===== config.mk =====
export PLATFORM = sky130hd
export DESIGN_NAME = cpx_multiply_axis
export DESIGN_NICKNAME = d
export VERILOG_FILES = /design/src/rtl/cpx_multiply_axis.sv
export SDC_FILE = /design/constraint.sdc
export NUM_CORES = 2
export LEC_CHECK = 0
export ABC_AREA = 1
export CORE_AREA = 2 2 259 261
export CTS_CLUSTER_DIAMETER = 120
export DETAILED_ROUTE_END_ITERATION = 8
export DIE_AREA = 0 0 261 263
export MAX_ROUTING_LAYER = met4
export PLACE_DENSITY = 0.7
export SETUP_SLACK_MARGIN = 0.05
export SLEW_MARGIN = 20
export SYNTH_ARGS = -nofsm -noshare
export SYNTH_HDL_FRONTEND = slang
export SYNTH_SLANG_ARGS = --single-unit

===== constraint.sdc =====
create_clock -name clk -period 16.2 [get_ports clk]
set_input_delay 3.24 -clock clk [delete_from_list [all_inputs] [get_ports clk]]
set_output_delay 3.24 -clock clk [all_outputs]
set_load 0.03 [all_outputs]

===== src/rtl/cpx_multiply_axis.sv =====
// cpx_multiply_axis: four-stage handshaked complex multiplier (x*y or x*conj(y)) with shift, round and saturate
module cpx_multiply_axis #(
   parameter int x_bits = 12,
   parameter int y_bits = 12,
   parameter int out_bits = 16,
   parameter int shift = x_bits + y_bits - out_bits,
   parameter bit round_en = 1'b1
) (
   input  logic                       clk,
   input  logic                       rst,
   input  logic                       s_axis_tvalid,
   output logic                       s_axis_tready,
   input  logic                       s_axis_tlast,
   input  logic                       s_axis_tuser,
   input  logic signed [x_bits-1:0]   xi,
   input  logic signed [x_bits-1:0]   xq,
   input  logic signed [y_bits-1:0]   yi,
   input  logic signed [y_bits-1:0]   yq,
   output logic                       m_axis_tvalid,
   input  logic                       m_axis_tready,
   output logic                       m_axis_tlast,
   output logic signed [out_bits-1:0] i,
   output logic signed [out_bits-1:0] q,
   output logic                       ovf,
   input  logic                       ovf_clr
);
   localparam int M = x_bits + y_bits;
   localparam int P = M + 1;
   localparam int W = (P > out_bits ? P : out_bits) + 1;
   localparam logic signed [W-1:0] RND = W'(round_en && shift > 0) << (shift > 0 ? shift - 1 : 0);
   localparam logic signed [W-1:0] MAXV = {{(W-out_bits+1){1'b0}}, {(out_bits-1){1'b1}}};
   localparam logic signed [W-1:0] MINV = ~MAXV;

   logic v1_q, v2_q, v3_q;
   logic en1, en2, en3, en4;
   logic signed [x_bits-1:0] xi_q, xq_q;
   logic signed [y_bits-1:0] yi_q, yq_q;
   logic l1_q, c1_q, l2_q, c2_q, l3_q;
   logic signed [M-1:0] xu_q, yv_q, xv_q, yu_q;
   logic signed [P-1:0] si_q, sq_q;
   logic signed [out_bits-1:0] i_d, q_d;
   logic sat_i, sat_q, ovf_d;

   // Grow one bit past the sum so the rounding constant can never wrap
   function automatic logic [out_bits:0] scale(input logic signed [P-1:0] v);
      logic signed [W-1:0] r;
      r = {{(W-P){v[P-1]}}, v};
      r = r + RND;
      r = r >>> shift;
      return r > MAXV ? {1'b1, MAXV[out_bits-1:0]} :
             r < MINV ? {1'b1, MINV[out_bits-1:0]} : {1'b0, r[out_bits-1:0]};
   endfunction

   assign en4 = ~m_axis_tvalid | m_axis_tready;
   assign en3 = ~v3_q | en4;
   assign en2 = ~v2_q | en3;
   assign en1 = ~v1_q | en2;
   assign s_axis_tready = en1;

   always_comb begin
      {sat_i, i_d} = scale(si_q);
      {sat_q, q_d} = scale(sq_q);
      ovf_d = (en4 & v3_q & (sat_i | sat_q)) | (ovf & ~ovf_clr);
   end

   always_ff @(posedge clk or posedge rst) begin
      if (rst) begin
         v1_q <= 1'b0;
         v2_q <= 1'b0;
         v3_q <= 1'b0;
         m_axis_tvalid <= 1'b0;
         xi_q <= '0;
         xq_q <= '0;
         yi_q <= '0;
         yq_q <= '0;
         l1_q <= 1'b0;
         c1_q <= 1'b0;
         xu_q <= '0;
         yv_q <= '0;
         xv_q <= '0;
         yu_q <= '0;
         l2_q <= 1'b0;
         c2_q <= 1'b0;
         si_q <= '0;
         sq_q <= '0;
         l3_q <= 1'b0;
         i <= '0;
         q <= '0;
         m_axis_tlast <= 1'b0;
         ovf <= 1'b0;
      end else begin
         if (en1) begin
            v1_q <= s_axis_tvalid;
            xi_q <= xi;
            xq_q <= xq;
            yi_q <= yi;
            yq_q <= yq;
            l1_q <= s_axis_tlast;
            c1_q <= s_axis_tuser;
         end
         if (en2) begin
            v2_q <= v1_q;
            xu_q <= xi_q * yi_q;
            yv_q <= xq_q * yq_q;
            xv_q <= xi_q * yq_q;
            yu_q <= xq_q * yi_q;
            l2_q <= l1_q;
            c2_q <= c1_q;
         end
         if (en3) begin
            v3_q <= v2_q;
            si_q <= c2_q ? xu_q + yv_q : xu_q - yv_q;
            sq_q <= c2_q ? yu_q - xv_q : xv_q + yu_q;
            l3_q <= l2_q;
         end
         if (en4) begin
            m_axis_tvalid <= v3_q;
            i <= i_d;
            q <= q_d;
            m_axis_tlast <= l3_q;
         end
         ovf <= ovf_d;
      end
   end
endmodule


### Yosys cells after proc, flatten, opt, wreduce, memory -nomap -nowiden

Cells that the tools add are included.
Widths: inputs -> output; s select.

* bits in registers: 237
* bits in latches: 0
* memory bits (writable): 0
* bits in read-only memories: 0
* bits of input ports: 55
* output and inout port bits: 36
* logic and storage cells: 57
* memories: 0

* add/sub/neg operators: 6
* $mul: 4
* divide/modulo/power cells: 0
* $lt $le $gt $ge: 4
* equality and inequality tests: 0
* shifts and indexed selects: 0
* muxes and demuxes: 6
* bitwise gates (word level): 14
* reductions and logical operators: 0

Operators with widths (count)
* $mul 12x12->24: 4
* $mux 17: 4
* $add 25x9->26 const B: 2
* $add 24x24->25: 2
* $mux 25: 2
* $sub 24x24->25: 2
* $gt 18x16->1 const B: 2
* $lt 18x16->1 const B: 2
* $or 1x1->1: 6
* $not 1->1: 5
* $and 1x1->1: 3

### Logic depth before layout (Yosys ltp)

* word-level depth: 7
* mapped depth: 25
* mapped depth without buffers: 23

### Worst setup path before layout

No wires, ideal clock.

* kind: input-to-output
* start: input m_axis_tready
* end: output s_axis_tready
* arrival time: 4228 ps
* required time: 12960 ps
* setup slack: 8732 ps
* cell stages on the path: 7
* buffers on the path: 1
* cell sequence: nor2_4 -> inv_2 -> nor2_4 -> inv_2 -> nor2_8 -> nand2_4 -> clkbuf_1

* cells in the longest elaborated chain, start to end: 4

Ends and longest elaborated chain
* start: declaration: RTL line 20 `input logic m_axis_tready,`
* $or 1x1->1: RTL line 54 `assign en4 = ~m_axis_tvalid | m_axis_tready;`
* $or 1x1->1: RTL line 55 `assign en3 = ~v3_q | en4;`
* $or 1x1->1: RTL line 56 `assign en2 = ~v2_q | en3;`
* $or 1x1->1: RTL line 57 `assign en1 = ~v1_q | en2;`
* end: declaration: RTL line 12 `output logic s_axis_tready,`

No other way between the ends.

### Final worst setup path

Same ends and word-level chain as after synthesis.

==> impl_results.rst <==
.. list-table::
   :header-rows: 1

   * - Metric
     - Value
   * - Status
     - complete, no violations
   * - Row count
     - 94
   * - Max Cap Viol
     - 0
   * - CTS tree
     - done
   * - Primary FF master, synth
     - dfrtp_1
   * - Headroom to the max-slew limit
     - 18.4%
   * - Die Y-Extent
     - 263 um
   * - Overall overflow remaining after global route
     - 0
   * - Cell type of the slowest stage on the worst timing path
     - nor2_4
   * - Buffer depth of the longest clock path
     - 3
   * - Die Footprint
     - 68600 um2
   * - Final-layout setup total negative slack
     - 0 ns
   * - Maximum number of pins on one net before global-route repair
     - 106
   * - Sum of routed wire length over all layers
     - 95200 um
   * - Gpl congestion
     - 0.954
   * - Maximum fanout count along the critical path
     - 47
   * - Number of cells in the finished layout apart from fillers
     - 5618
   * - Number of enable-type register cells in the synthesized netlist
     - 0
   * - Yosys warns
     - 0
   * - Boundary Pins
     - 91
   * - CTS Root Cell
     - clkbuf_16
   * - Top area cells in the synthesized netlist
     - fa_1 (31%), dfrtp_1 (15%), nand2_1 (13%)
   * - Cell count after synthesis
     - 4762
   * - Number of gates resized after CTS
     - 0
   * - Number of antenna violations at the first check in global routing
     - 2
   * - Vias post-DR
     - 29800
   * - Number of remaining DRC errors
     - 0
   * - Total global routing track utilization
     - 29.5%
   * - Maximum clock frequency
     - 104 MHz
   * - Clock-pin transition on the worst setup and hold timing paths
     - 0.06 ns
   * - Startpoint of the worst register-to-register path
     - yi_q[3]$_DFFE_PP0P_
   * - Drt first pass iters
     - 6
   * - Critical Path Max Stage Delay
     - 0.63 ns
   * - Post-Synthesis Net Count
     - 5623
   * - Clock sinks
     - 223
   * - Effective utilization at floorplan
     - 54.9%
   * - Most common cell after layout, fill and taps aside
     - nand2_1
   * - Clock Skew
     - 0.0230 ns
   * - Max Slew Vio Count
     - 0
   * - Share of the cycle needed by the critical path after routing
     - 59.5%
   * - Sequential fraction of the synthesis area
     - 15.5%
   * - Share of final-layout standard cells stronger than drive strength 1
     - 2.36%
   * - Synthesized flop and latch total
     - 223
   * - Area Overhead vs Synth
     - 6.72%
   * - Horizontal extent of the die
     - 261 um
   * - Average wire length per cell after detail routing
     - 17.0 um
   * - Fraction of post-synthesis cell area in the top cell type by area
     - 30.7%
   * - Mapped cell area
     - 36000 um2
   * - DR iter-0 viols
     - 2183
   * - Worst min-delay path startpoint
     - l2_q$_DFFE_PP0P_
   * - Slew of the pin with the lowest slew margin
     - 1.22 ns
   * - Total of buffers placed on input and output ports
     - 90
   * - Final Net Count
     - 5590
   * - Worst Path Arrival
     - 6.39 ns
   * - Worst setup path class
     - input pin to primary output
   * - Vias per cell
     - 5.30
   * - Number of placed instances with taps included
     - 5561
   * - Core Region
     - 65600 um2
   * - Most used cells in the layout excluding fill and tap cells
     - nand2_1 (1275), inv_1 (1075), fa_1 (552)
   * - Time the final worst path needs with I/O delays and setup
     - 9.63 ns
   * - Kind of capture point of the worst setup path
     - primary output
   * - Average size of a mapped cell
     - 7.57 um2
   * - Number of clock buffers inserted by TritonCTS
     - 30
   * - Largest area contributor in the synthesized netlist
     - fa_1
   * - Clock latency reported for the late side of the worst-skew pair
     - 0.60 ns
   * - Post-CTS Setup Repair Bufs
     - 0
   * - Hold/Removal Path Class
     - flop to flop
   * - Number of global-route vias before repair
     - 30000
   * - Unrepaired setup endpoints after global routing
     - false
   * - Launch point of the worst path
     - m_axis_tready
   * - Required time of the worst setup path
     - 12.96 ns
   * - CTS Hold Bufs
     - 0
   * - Cell-by-cell trace of the critical path
     - clkdlybuf4s50_1, nor2_4, inv_2, nor2_4, inv_2, nor2_8, nand2_4, clkdlybuf4s50_1
   * - Wire length of the first global-routing pass
     - 156000 um
   * - Final Hold Violating Endpoints
     - 0
   * - Count of distinct cell types in the synthesized netlist
     - 45
   * - DRT antenna net count
     - 0
   * - Post-detailed-placement half-perimeter wirelength
     - 76200 um
   * - Category of the worst setup path launch point
     - input pin
   * - Clock H-tree levels
     - 1
   * - Async set-reset flop share out of synthesis
     - 100%
   * - Final setup violation count
     - 0
cell families after synthesis:
kind of cell,Yosys count,synth area share [%]
flops,223,15.5
buf+inv,1262,13.3
simple gates,1895,21.3
mux,38,1.19
compound gates,412,6.19
xor+xnor,126,3.06
fa+ha+maj,806,39.5
routing by layer:
layer	up-vias	track usage [%]	share of wire [%]
met2	933	46.3	47
met4	0	7.22	2.7
li1	14200	-	-
met3	161	4.00	6.9
met1	14500	40.6	44
met5	-	-	0
flip-flops by register name, indices dropped and copies added (netlist names):
register       cells
xu_q              24
xv_q              24
yu_q              24
yv_q              24
si_q              18
sq_q              18
i                 16
q                 16
xi_q              12
xq_q              12
yi_q              12
yq_q              12
c1_q               1
c2_q               1
l1_q               1
l2_q               1
l3_q               1
m_axis_tlast       1
m_axis_tvalid      1
ovf                1
v1_q               1
v2_q               1
v3_q               1
critical path, delay by kind of cell:
| kind | cells | cell delay [ns] |
|---|---|---|
| buf+inv | 4 | 1.93 |
| simple gates | 4 | 1.21 |
worst paths after layout:
path	to	slack, ns	depth (start not counted)
max in group asynchronous	yq_q[4]$_DFFE_PP0P_	11.53	3
min in group asynchronous	yu_q[2]$_DFFE_PP0P_	3.17	2
max	s_axis_tready	6.57	8
max reg2reg	xu_q[23]$_DFFE_PP0P_	9.79	18
min	l3_q$_DFFE_PP0P_	0.47	2
min reg2reg	l3_q$_DFFE_PP0P_	0.47	2
layout make-up:
| cell class | count | area [um2] |
|---|---|---|
| Multi-Input combinational cell | 3277 | 25700 |
| Clock buffer | 39 | 805 |
| Clock inverter | 16 | 151 |
| Tap cell | 864 | 1080 |
| Timing Repair Buffer | 117 | 1100 |
| Inverter | 1080 | 4060 |
| Fill cell | 6253 | 27200 |
| Antenna cell | 2 | 5.00 |
| Sequential cell | 223 | 5590 |
per-stage QoR:
stage | util [%] | instance area (um2) | setup WS [ns] | hold slack [ns]
final | 58.6 | 38400 | 6.57 | 0.472
after global routing | 58.6 | 38400 | 6.29 | 0.498
after CTS | 58.6 | 38400 | 6.52 | 0.475
after detailed placement | 57.1 | 37500 | 6.53 | 0.460
after global placement | 57.1 | 37500 | 6.57 | 0.453
after floorplan | - | 36000 | 6.85 | 0.442
synth_stat cells (2+ instances only):
cell,number
ha_1,254
o31ai_1,5
o21bai_1,15
nor2_1,324
a31oi_1,31
nor3_1,25
nand4_1,44
mux2_2,4
nand2_1,1275
a21o_1,11
o211ai_1,6
nand3b_1,20
clkbuf_1,160
nand3_1,172
nor4_1,8
buf_6,4
mux2_1,34
o2111ai_1,2
o21ai_0,181
or2_2,14
inv_1,1076
nor2_2,2
xnor2_1,47
xor2_1,79
nand2_2,2
a21oi_1,151
fa_1,552
inv_2,3
o21a_1,5
nor2_4,2
or2_0,2
buf_1,2
dfrtp_1,223
buf_2,15
nand2b_1,2
Power is left out: the tool's default activity adds up to more than one toggle a clock period on the data nets, which glitch-free logic cannot reach.
